### config.mk
export PLATFORM = sky130hd
export DESIGN_NAME = selftest_status_monitor
export DESIGN_NICKNAME = d
export VERILOG_FILES = /design/src/rtl/selftest_status_monitor.sv
export SDC_FILE = /design/constraint.sdc
export NUM_CORES = 1
export LEC_CHECK = 0
export ABC_AREA = 1
export CAP_MARGIN = 20
export CORE_MARGIN = 3
export CORE_UTILIZATION = 50
export CTS_CLUSTER_DIAMETER = 60
export DETAILED_ROUTE_END_ITERATION = 6
export GPL_TIMING_DRIVEN = 0
export PLACE_DENSITY = 0.75
export SYNTH_ARGS = -nofsm -noshare
export SYNTH_HDL_FRONTEND = slang
export SYNTH_SLANG_ARGS = --single-unit
### constraint.sdc
create_clock -name sys_clk -period 3.99 [get_ports sys_clk]
set_input_delay 0.798 -clock sys_clk [delete_from_list [all_inputs] [get_ports sys_clk]]
set_output_delay 0.798 -clock sys_clk [all_outputs]
set_load 0.01 [all_outputs]
### src/rtl/selftest_status_monitor.sv
// On-FPGA self-test monitor: tracks NUM_CH channels against a run watchdog and
// drives the board pass/fail GPIO plus a status LED.
module selftest_status_monitor #(
  parameter int unsigned NUM_CH   = 4,
  parameter int unsigned WATCHDOG = 100000,
  parameter int unsigned CNT_W    = 17,
  parameter int unsigned HB_BIT   = 24
) (
  input  logic              sys_clk,
  input  logic              sys_rst_n,
  input  logic              start,
  input  logic [NUM_CH-1:0] ch_done,
  input  logic [NUM_CH-1:0] ch_ok,
  output logic              busy,
  output logic              gpio_out_pass,
  output logic              gpio_out_fail,
  output logic              timeout,
  output logic [NUM_CH-1:0] done_mask,
  output logic [NUM_CH-1:0] fail_mask,
  output logic [CNT_W-1:0]  elapsed,
  output logic              led
);

  typedef enum logic [1:0] {
    S_IDLE,
    S_RUN,
    S_PASS,
    S_FAIL
  } state_t;

  localparam logic [CNT_W-1:0] WD_LAST = CNT_W'(WATCHDOG - 1);

  state_t            state;
  logic [HB_BIT:0]   hb_cnt;
  logic [NUM_CH-1:0] new_done;
  logic [NUM_CH-1:0] done_nxt;
  logic [NUM_CH-1:0] fail_nxt;

  // Only the first completion per channel per run is recorded.
  always_comb begin
    new_done = '0;
    done_nxt = '0;
    fail_nxt = '0;
    new_done = ch_done & ~done_mask;
    done_nxt = done_mask | new_done;
    fail_nxt = fail_mask | (new_done & ~ch_ok);
  end

  always_ff @(posedge sys_clk or negedge sys_rst_n) begin
    if (!sys_rst_n) begin
      state     <= S_IDLE;
      hb_cnt    <= '0;
      done_mask <= '0;
      fail_mask <= '0;
      elapsed   <= '0;
      timeout   <= 1'b0;
    end else begin
      hb_cnt <= hb_cnt + 1'b1;
      case (state)
        S_RUN: begin
          elapsed   <= elapsed + 1'b1;
          done_mask <= done_nxt;
          fail_mask <= fail_nxt;
          // Exit priority: any failure, then all done, then watchdog expiry.
          if (|fail_nxt) begin
            state <= S_FAIL;
          end else if (&done_nxt) begin
            state <= S_PASS;
          end else if (elapsed == WD_LAST) begin
            state   <= S_FAIL;
            timeout <= 1'b1;
          end
        end
        default: begin
          if (start) begin
            state     <= S_RUN;
            done_mask <= '0;
            fail_mask <= '0;
            elapsed   <= '0;
            timeout   <= 1'b0;
          end
        end
      endcase
    end
  end

  assign busy          = (state == S_RUN);
  assign gpio_out_pass = (state == S_PASS);
  assign gpio_out_fail = (state == S_FAIL);

  always_comb begin
    led = 1'b0;
    case (state)
      S_RUN:   led = hb_cnt[HB_BIT];
      S_PASS:  led = 1'b1;
      S_FAIL:  led = hb_cnt[HB_BIT-2];
      default: led = 1'b0;
    endcase
  end

endmodule
==> results of run 1 <==
## flip-flops by register name, summed over array words and instances, names as in the netlist
signal     cells
hb_cnt        25
done_mask      4
elapsed       17
timeout        1
state          2
fail_mask      4
## path summary, 6_finish.rpt
kind / endpoint / cells past startpoint
setup reg to reg: hb_cnt[18] / 8
max in group asynchronous: hb_cnt[11] / 2
hold / removal: elapsed[5] / 1
hold reg to reg: hb_cnt[0] / 1
min in group sys_clk: hb_cnt[0] / 1
setup / recovery: led / 4
## cells in the final DEF, fill, tap and decap left out, types with 3 or more instances in the layout
cell and count:
nand4_1 8, dfrtp_1 53, clkbuf_8 5, nor2_4 3
clkdlybuf4s50_1 39, o21ai_0 14, nor2_2 7, nand3b_1 3
buf_2 3, xnor2_1 6, a21oi_1 9, inv_2 4
a22oi_1 5, xor2_1 18, inv_1 47, nand3_1 21
nor3_1 6, nand2_2 4, nand2_1 64, nor2_1 39
## stage by stage
stage | instances | setup WS (ns) | hold WS (ns) | util (%) | instance area [um^2]
final | 447 | 1.28 | 0.362 | 64.1 | 3310
after detailed placement | 439 | 1.58 | 0.442 | 62.3 | 3220
after global routing | 447 | 1.15 | 0.379 | 64.1 | 3310
after CTS | 447 | 1.24 | 0.372 | 64.1 | 3310
after global placement | 438 | 0.565 | 0.436 | 62.0 | 3210
after floorplan | 328 | 2.22 | 0.422 | - | 2720
## cell families after synthesis
family,count (synthesis),share of synthesized area [%]
xor gates and xnor gates,24,7.73
buffers and inverters,54,7.83
DFF,53,48.8
and+or+nand+nor,160,27.1
AOI/OAI and AO/OA,34,7.23
muxes,1,0.368
adders and majority gates,2,0.921
## layout make-up
cell class	count	area [um^2]
Buffer	3	21.3
Clock buffer	5	68.8
Clock inverter	3	25.0
Fill cell	425	1860
Inverter	51	191
Multi-Input combinational cell	221	1180
Sequential cell	53	1330
Tap cell	70	87.6
Timing Repair Buffer	41	415
## report_power, final
| part | total, mW | internal (mW) | leakage, nW | switching [mW] |
|---|---|---|---|---|
| Combinational | 0.561 | 0.248 | 0.817 | 0.313 |
| Clock | 0.311 | 0.127 | 0.0447 | 0.184 |
| Sequential | 0.661 | 0.601 | 0.707 | 0.0602 |
| Total | 1.53 | 0.976 | 1.57 | 0.557 |
## routing by layer
layer	vias up	part of all wire, %	global-route usage (%)
met5	-	0	0
met4	0	1.0	4.64
met3	7	4.2	3.95
met2	43	49	32.3
met1	1020	46	23.8
li1	1128	-	-
==> flow_metrics.env, run 1 <==
export IMPL_cts_resized_gates=0
export IMPL_ys_warn_count=0
export IMPL_grt_pass1_wl_mm=9.42
export IMPL_timing_critical_path_buf_inv=2
export IMPL_first_iter_violations=97
export IMPL_area_growth_syn_to_layout_pct=22.0
export IMPL_finClkSkew_ns=0.00967
export IMPL_edff_count_synth=0
export IMPL_synth_cells_most_frequent="64 x nand2_1, 53 x dfrtp_1, 47 x inv_1, 39 x nor2_1, 21 x nand3_1"
export IMPL_die_w_um=79.7
export IMPL_hold_class="in -> async"
export IMPL_grt_pass1_vias=2112
export IMPL_initial_utilization_pct=52.5
export IMPL_totalWireLength_mm=5.56
export IMPL_total_leakage_power_nw=1.57
export IMPL_reg2reg_from="hb_cnt[0]"
export IMPL_worstSetupEndpointType="primary output"
export IMPL_yosysSeqAreaShare_pct=48.8
export IMPL_grtUsageTotal_pct=18.7
export IMPL_boundaryPins=41
export IMPL_cts_hold_fix_buffers=0
export IMPL_cts_clk_slew_worst_paths_ns=0.10
export IMPL_placement_io_buffers=40
export IMPL_netlist_area_leader_share_pct=48.8
export IMPL_totalNegativeSetupSlack_ns=0
export IMPL_max_clock_path_buffers=2
export IMPL_worst_slew_pin_transition_ns=0.382
export IMPL_antennaDiodeCount=0
export IMPL_pwr_density_cell_nw_per_um2=463
export IMPL_die_height_um=79.7
export IMPL_final_count_of_hold_timing_violations=0
export IMPL_clkLatencyLatePin_ns=0.31
export IMPL_worst_voltage_drop_across_the_vdd_grid_v=0.000270
export IMPL_worst_path_dominant_cell_family="buffers and inverters"
export IMPL_htree_num_levels=2
export IMPL_final_antenna_net_count=0
export IMPL_status="complete, no violations"
export IMPL_cp_cell_sequence="nor2_4 > inv_2 > o21ai_0 > clkdlybuf4s50_1"
export IMPL_cts_made_buffers=5
export IMPL_grt_max_degree=42
export IMPL_antenna_found_initial=0
export IMPL_routed_via_count=2198
export IMPL_worstSetupStartpoint="state[1]"
export IMPL_synth_async_sr_flop_share_pct=100
export IMPL_route_detailed_wl_per_inst_um=12.4
export IMPL_critical_path_slowest_cell="clkdlybuf4s50_1"
export IMPL_maxClockFrequency_mhz=369
export IMPL_yosysMostFrequentCell="nand2_1"
export IMPL_period_minus_slack_ns=2.71
export IMPL_arrival_ns=1.91
export IMPL_worstSetupStartpointType="flop"
export IMPL_dominantRegCellSynth="dfrtp_1"
export IMPL_crit_fanout=9
export IMPL_setup_viol=0
export IMPL_slowest_delay_ns=0.58
export IMPL_detailed_route_vias_per_instance=4.92
export IMPL_cts_tree="yes"
export IMPL_synth_top_area_cell="dfrtp_1"
export IMPL_dp_hpwl_mm=4.20
export IMPL_clock_sinks=53
export IMPL_final_min_period_over_clock_period_pct=67.9
export IMPL_synth_area_top_cells="dfrtp_1 49%, nand2_1 8.8%, inv_1 6.5%, xor2_1 5.8%, nor2_1 5.4%"
export IMPL_netlist_area_um2=2720
export IMPL_drive_gt1_share_pct=9.28
export IMPL_drc=0
export IMPL_criticalPathCategory="reg -> out"
export IMPL_post_layout_total_power_mw=1.53
export IMPL_synth_ff_latch_count=53
export IMPL_reg2reg_slack_ns=2.44
export IMPL_fp_coreArea_um2=5170
export IMPL_synth_nets=341
export IMPL_globalRoute_totalOverflow=0
export IMPL_worstPathRequired_ns=3.19
export IMPL_gp_congestion=0.942
export IMPL_synth_cells=328
export IMPL_drv_max_cap_violation_count=0
export IMPL_dr_pass1_iters=4
export IMPL_timing_slew_headroom_pct=74.5
export IMPL_slew_viol_final=0
export IMPL_final_net_count=389
export IMPL_core_rowCount=26
export IMPL_rsz_0062_raised_after_global_routing="false"
export IMPL_root_buffer="clkbuf_8"
export IMPL_syn_mean_instance_area_um2=8.29
export IMPL_dieArea_um2=6360
export IMPL_postCtsSetupRepairBufs=0
export IMPL_synth_cell_types=30
No activity file was read; power rests on OpenSTA's default activity.
==> inputs of run 2 (changes only) <==
==> constraint.sdc (replaced) <==
create_clock -name sys_clk -period 2.55 [get_ports sys_clk]
set_input_delay 0.51 -clock sys_clk [delete_from_list [all_inputs] [get_ports sys_clk]]
set_output_delay 0.51 -clock sys_clk [all_outputs]
set_load 0.01 [all_outputs]
==> run 2 against run 1 <==
  * Critical path depth unchanged
  * Register-to-register slack got worse by 1.4 ns
  * Worst setup slack got worse by 1.1 ns
  * Via count about the same
  * Total power increased by 57%
  * Global-route usage unchanged
  * Hold slack got worse by 0.29 ns
  * Clock power increased by 57%
  * Sequential share of layout area unchanged
  * Clock skew decreased by 0.00053 ns
  * Sequential power increased by 56%
  * Critical path type unchanged
  * Largest power group unchanged
  * Highest routed layer unchanged
==> flow_metrics.env, run 2 (synthesized netlist as in run 1, its figures left out) <==
export IMPL_status="complete, no violations"
export IMPL_worstSetupStartpointType="flop"
export IMPL_gp_congestion=0.942
export IMPL_maxClockFrequency_mhz=425
export IMPL_die_w_um=79.7
export IMPL_dieArea_um2=6360
export IMPL_die_height_um=79.7
export IMPL_grt_pass1_vias=2112
export IMPL_final_min_period_over_clock_period_pct=92.3
export IMPL_hold_class="in -> async"
export IMPL_slowest_delay_ns=0.56
export IMPL_dr_pass1_iters=4
export IMPL_leading_registers_by_flop_count="hb_cnt x25, elapsed x17"
export IMPL_final_common_cell="nand2_1"
export IMPL_clkLatencyLatePin_ns=0.31
export IMPL_largest_register="hb_cnt"
export IMPL_final_cell_count_no_fill=447
export IMPL_dp_hpwl_mm=4.20
export IMPL_core_rowCount=26
export IMPL_globalRoute_totalOverflow=0
export IMPL_slew_viol_final=0
export IMPL_cp_cell_sequence="nor2_4 > inv_2 > o21ai_1 > clkdlybuf4s50_1"
export IMPL_pwr_density_cell_nw_per_um2=724
export IMPL_first_iter_violations=97
export IMPL_root_buffer="clkbuf_8"
export IMPL_cts_made_buffers=5
export IMPL_cts_hold_fix_buffers=0
export IMPL_finClkSkew_ns=0.00915
export IMPL_grtUsageTotal_pct=18.7
export IMPL_fp_coreArea_um2=5170
export IMPL_antenna_found_initial=0
export IMPL_worst_slew_pin_transition_ns=0.381
export IMPL_worstSetupEndpointType="primary output"
export IMPL_drc=0
export IMPL_htree_num_levels=2
export IMPL_final_count_of_hold_timing_violations=0
export IMPL_grt_pass1_wl_mm=9.42
export IMPL_detailed_route_vias_per_instance=4.92
export IMPL_boundaryPins=41
export IMPL_critical_path_slowest_cell="clkdlybuf4s50_1"
export IMPL_arrival_ns=1.84
export IMPL_cts_clk_slew_worst_paths_ns=0.10
export IMPL_worstPathRequired_ns=2.04
export IMPL_rsz_0062_raised_after_global_routing="false"
export IMPL_r2r_cells=8
export IMPL_totalWireLength_mm=5.55
export IMPL_postLayoutCoreUtil_pct=64.1
export IMPL_crit_fanout=9
export IMPL_final_net_count=389
export IMPL_antennaDiodeCount=0
export IMPL_most_common_layout_cells="64 x nand2_1, 53 x dfrtp_1, 47 x inv_1"
export IMPL_clock_sinks=53
export IMPL_drv_max_cap_violation_count=0
export IMPL_period_minus_slack_ns=2.35
export IMPL_post_layout_total_power_mw=2.40
export IMPL_placement_io_buffers=40
export IMPL_initial_utilization_pct=52.5
export IMPL_grt_max_degree=42
export IMPL_drive_gt1_share_pct=9.28
export IMPL_total_leakage_power_nw=1.57
export IMPL_final_antenna_net_count=0
export IMPL_postCtsSetupRepairBufs=0
export IMPL_route_detailed_wl_per_inst_um=12.4
export IMPL_timing_slew_headroom_pct=74.5
export IMPL_worst_voltage_drop_across_the_vdd_grid_v=0.000423
export IMPL_largest_reg_flops=25
export IMPL_routed_via_count=2199
export IMPL_criticalPathCategory="reg -> out"
export IMPL_cts_tree="yes"
export IMPL_max_clock_path_buffers=2
export IMPL_setup_viol=0
export IMPL_area_growth_syn_to_layout_pct=22.0
export IMPL_place_detailed_instances=439
==> run 2: cell counts in the layout (fill, tap and decap cells not counted) <==
No cell type changed its count.
==> run 2: path summary, 6_finish.rpt <==
| check | start | endpoint | slack [ns] |
|---|---|---|---|
| worst max-delay path | state[1] | led | 0.20 |
| max in group asynchronous | sys_rst_n | hb_cnt[11] | 1.96 |
| worst max register to register | hb_cnt[0] | hb_cnt[18] | 1.00 |
| worst min register to register | hb_cnt[0] | hb_cnt[0] | 0.45 |
| worst min-delay path | sys_rst_n | elapsed[5] | 0.07 |
| min in group sys_clk | hb_cnt[0] | hb_cnt[0] | 0.45 |
==> run 2: final cells by class <==
cell class / count / area (um^2)
inverters: 51 / 191
repair buffers: 41 / 415
plain buffers: 3 / 21.3
clock buffers: 5 / 68.8
clock inverters: 3 / 25.0
flip-flops and latches: 53 / 1330
fillers: 425 / 1860
well taps: 70 / 87.6
multi-input cells: 221 / 1180
==> run 2: through the flow <==
stage	area [um^2]	setup TNS, ns	hold WS (ns)	worst slack, ns
final	3310	0	0.0746	0.197
after global placement	3210	-30.95	0.436	-0.587
after global routing	3310	0	0.0910	0.0786
after CTS	3310	0	0.0841	0.0905
after floorplan	2720	0	0.214	1.07
after detailed placement	3220	0	0.422	0.429
==> run 2: report_power, final <==
group          total [mW]  switching [mW]  internal, mW
logic               0.880           0.491         0.389
clock network       0.487           0.288         0.199
registers            1.03          0.0944         0.940
==> run 2: worst max-delay path, delay by kind of cell, from the launching register on <==
kind                   cells  cell delay [ns]
buffers and inverters      2             0.70
AO/OA/AOI/OAI              1             0.18
AND/OR/NAND/NOR            1             0.21
flip-flops                 1             0.45
==> run 2: timing repair <==
item,in CTS,in global routing
endpoints found under the setup margin,0,1
gates resized for setup,0,1
hold endpoints to repair,0,0
==> run 2: metal layers <==
layer	global-route usage (%)	wire length (um)
met1	23.8	2570
met2	32.3	2690
met3	3.95	229
met4	4.64	57
met5	0	0
==> inputs of run 3 (changes only) <==
--- a/config.mk
+++ b/config.mk
@@ -11,7 +11,6 @@
 export CORE_UTILIZATION = 50
 export CTS_CLUSTER_DIAMETER = 60
 export DETAILED_ROUTE_END_ITERATION = 6
-export GPL_TIMING_DRIVEN = 0
 export PLACE_DENSITY = 0.75
 export SYNTH_ARGS = -nofsm -noshare
 export SYNTH_HDL_FRONTEND = slang
==> constraint.sdc (replaced) <==
create_clock -name sys_clk -period 2.55 [get_ports sys_clk]
set_input_delay 0.51 -clock sys_clk [delete_from_list [all_inputs] [get_ports sys_clk]]
set_output_delay 0.51 -clock sys_clk [all_outputs]
set_load 0.005 [all_outputs]
==> run 3 against run 2 <==
  * Die area unchanged
  * Flip-flop and latch count did not move
  * Sequential power barely moved
  * Total power increased by 1.0%
  * Non-clock buffer count is 2 lower
  * Combinational power down 8.0%
  * Global-route usage increased by 0.52 points
  * Via count up 3.4%
  * Utilization increased by 0.24 points
  * Hold slack better by 0.13 ns
  * First-iteration DRC count increased by 41%
  * Wire length fell by 1.2%
  * Critical endpoint is now busy
  * Largest power group unchanged
==> flow_metrics.env, run 3 (synthesized netlist as in run 1, its figures left out) <==
export IMPL_grtUsageTotal_pct=19.2
export IMPL_final_min_period_over_clock_period_pct=87.2
export IMPL_final_setup_worst_slack_ns=0.326
export IMPL_initial_utilization_pct=52.5
export IMPL_first_iter_violations=137
export IMPL_status="complete, no violations"
export IMPL_final_common_cell="nand2_1"
export IMPL_die_height_um=79.7
export IMPL_dieArea_um2=6360
export IMPL_criticalPathCategory="reg -> out"
export IMPL_arrival_ns=1.71
export IMPL_placement_io_buffers=40
export IMPL_postCtsSetupRepairBufs=0
export IMPL_final_cell_count_no_fill=445
export IMPL_pwr_density_cell_nw_per_um2=729
export IMPL_clock_sinks=53
export IMPL_largest_reg_flops=25
export IMPL_total_leakage_power_nw=1.57
export IMPL_multi_input_comb_area_um2=1180
export IMPL_grt_pass1_wl_mm=9.72
export IMPL_routed_via_count=2273
export IMPL_postLayoutCoreUtil_pct=64.3
export IMPL_cts_resized_gates=0
export IMPL_antennaDiodeCount=0
export IMPL_dp_hpwl_mm=4.09
export IMPL_stdcell_area_um2=3330
export IMPL_maxClockFrequency_mhz=450
export IMPL_placedInstanceArea_um2=3210
export IMPL_leading_registers_by_flop_count="hb_cnt x25, elapsed x17"
export IMPL_slew_viol_final=0
export IMPL_totalWireLength_mm=5.48
export IMPL_detailed_route_vias_per_instance=5.11
export IMPL_grt_max_degree=30
export IMPL_cts_clk_slew_worst_paths_ns=0.09
export IMPL_boundaryPins=41
export IMPL_totalNegativeSetupSlack_ns=0
export IMPL_worst_slew_pin_transition_ns=0.586
export IMPL_worstPathRequired_ns=2.04
export IMPL_area_growth_syn_to_layout_pct=22.4
export IMPL_crit_fanout=24
export IMPL_grt_pass1_vias=2228
export IMPL_reg2reg_slack_ns=0.93
export IMPL_worst_voltage_drop_across_the_vdd_grid_v=0.000432
export IMPL_sequential_cell_area_um2=1330
export IMPL_antenna_found_initial=0
export IMPL_cts_tree="yes"
export IMPL_place_detailed_instances=437
export IMPL_drive_gt1_share_pct=8.80
export IMPL_drc=0
export IMPL_finClkSkew_ns=0.0100
export IMPL_globalRoute_totalOverflow=0
export IMPL_root_buffer="clkbuf_8"
export IMPL_rsz_0062_raised_after_global_routing="false"
export IMPL_htree_num_levels=2
export IMPL_hold_ws_ns=0.202
export IMPL_core_rowCount=26
export IMPL_largest_register="hb_cnt"
export IMPL_cts_made_buffers=5
export IMPL_route_detailed_wl_per_inst_um=12.3
export IMPL_nFillCells=408
export IMPL_dr_pass1_iters=4
export IMPL_gp_congestion=0.949
export IMPL_preCtsSetupSlack_ns=0.660
export IMPL_fp_coreArea_um2=5170
export IMPL_final_antenna_net_count=0
export IMPL_hold_class="in -> async"
export IMPL_drv_max_cap_violation_count=0
export IMPL_worstSetupEndpointType="primary output"
export IMPL_timing_slew_headroom_pct=60.9
export IMPL_post_layout_total_power_mw=2.43
export IMPL_final_count_of_hold_timing_violations=0
export IMPL_final_net_count=387
export IMPL_period_minus_slack_ns=2.22
export IMPL_setup_viol=0
export IMPL_cts_hold_fix_buffers=0
export IMPL_max_clock_path_buffers=2
export IMPL_die_w_um=79.7
export IMPL_clkLatencyLatePin_ns=0.30
export IMPL_worstSetupStartpointType="flop"
export IMPL_most_common_layout_cells="64 x nand2_1, 53 x dfrtp_1, 47 x inv_1"
-- run 3: cell count changes in the layout (fill, tap and decap cells not counted), sizes merged --
| cell | before | now |
|---|---|---|
| clkinv | 1 | 0 |
| buf | 5 | 3 |
| inv | 52 | 51 |
| bufinv | 0 | 1 |
| clkbuf | 5 | 6 |
-- run 3: layout make-up --
cell class,count,area share (%)
flip-flops and latches,53,39.9
multi-input cells,221,35.4
repair buffers,42,12.7
inverters,51,5.75
well taps,70,2.63
clock buffers,6,2.48
clock inverters,2,1.13
-- run 3: power breakdown --
part	leakage (nW)	switching [mW]	total (mW)	internal [mW]
Sequential	0.707	0.0947	1.03	0.940
Clock	0.0574	0.262	0.581	0.319
Combinational	0.807	0.434	0.810	0.376
-- run 3: critical path, stage by stage, from the launching register on --
cell	delay [ns]
dfrtp_1	0.45
nor2_4	0.14
buf_4	0.28
clkdlybuf4s50_1	0.55
-- run 3: worst paths after layout --
path,cells after the start,from,endpoint
worst max-delay path,3,state[1],busy
worst min-delay path,1,sys_rst_n,elapsed[2]
worst max register to register,9,state[0],elapsed[10]
worst min register to register,1,hb_cnt[0],hb_cnt[0]
max in group asynchronous,2,sys_rst_n,state[0]
min in group sys_clk,1,hb_cnt[0],hb_cnt[0]
-- run 3: per-layer routing --
metal	vias up	GRT usage (%)	share of wire, %
met4	0	6.19	1.6
li1	1122	-	-
met3	11	3.84	4.9
met2	66	33.1	50
met5	-	0	0
met1	1074	24.1	43
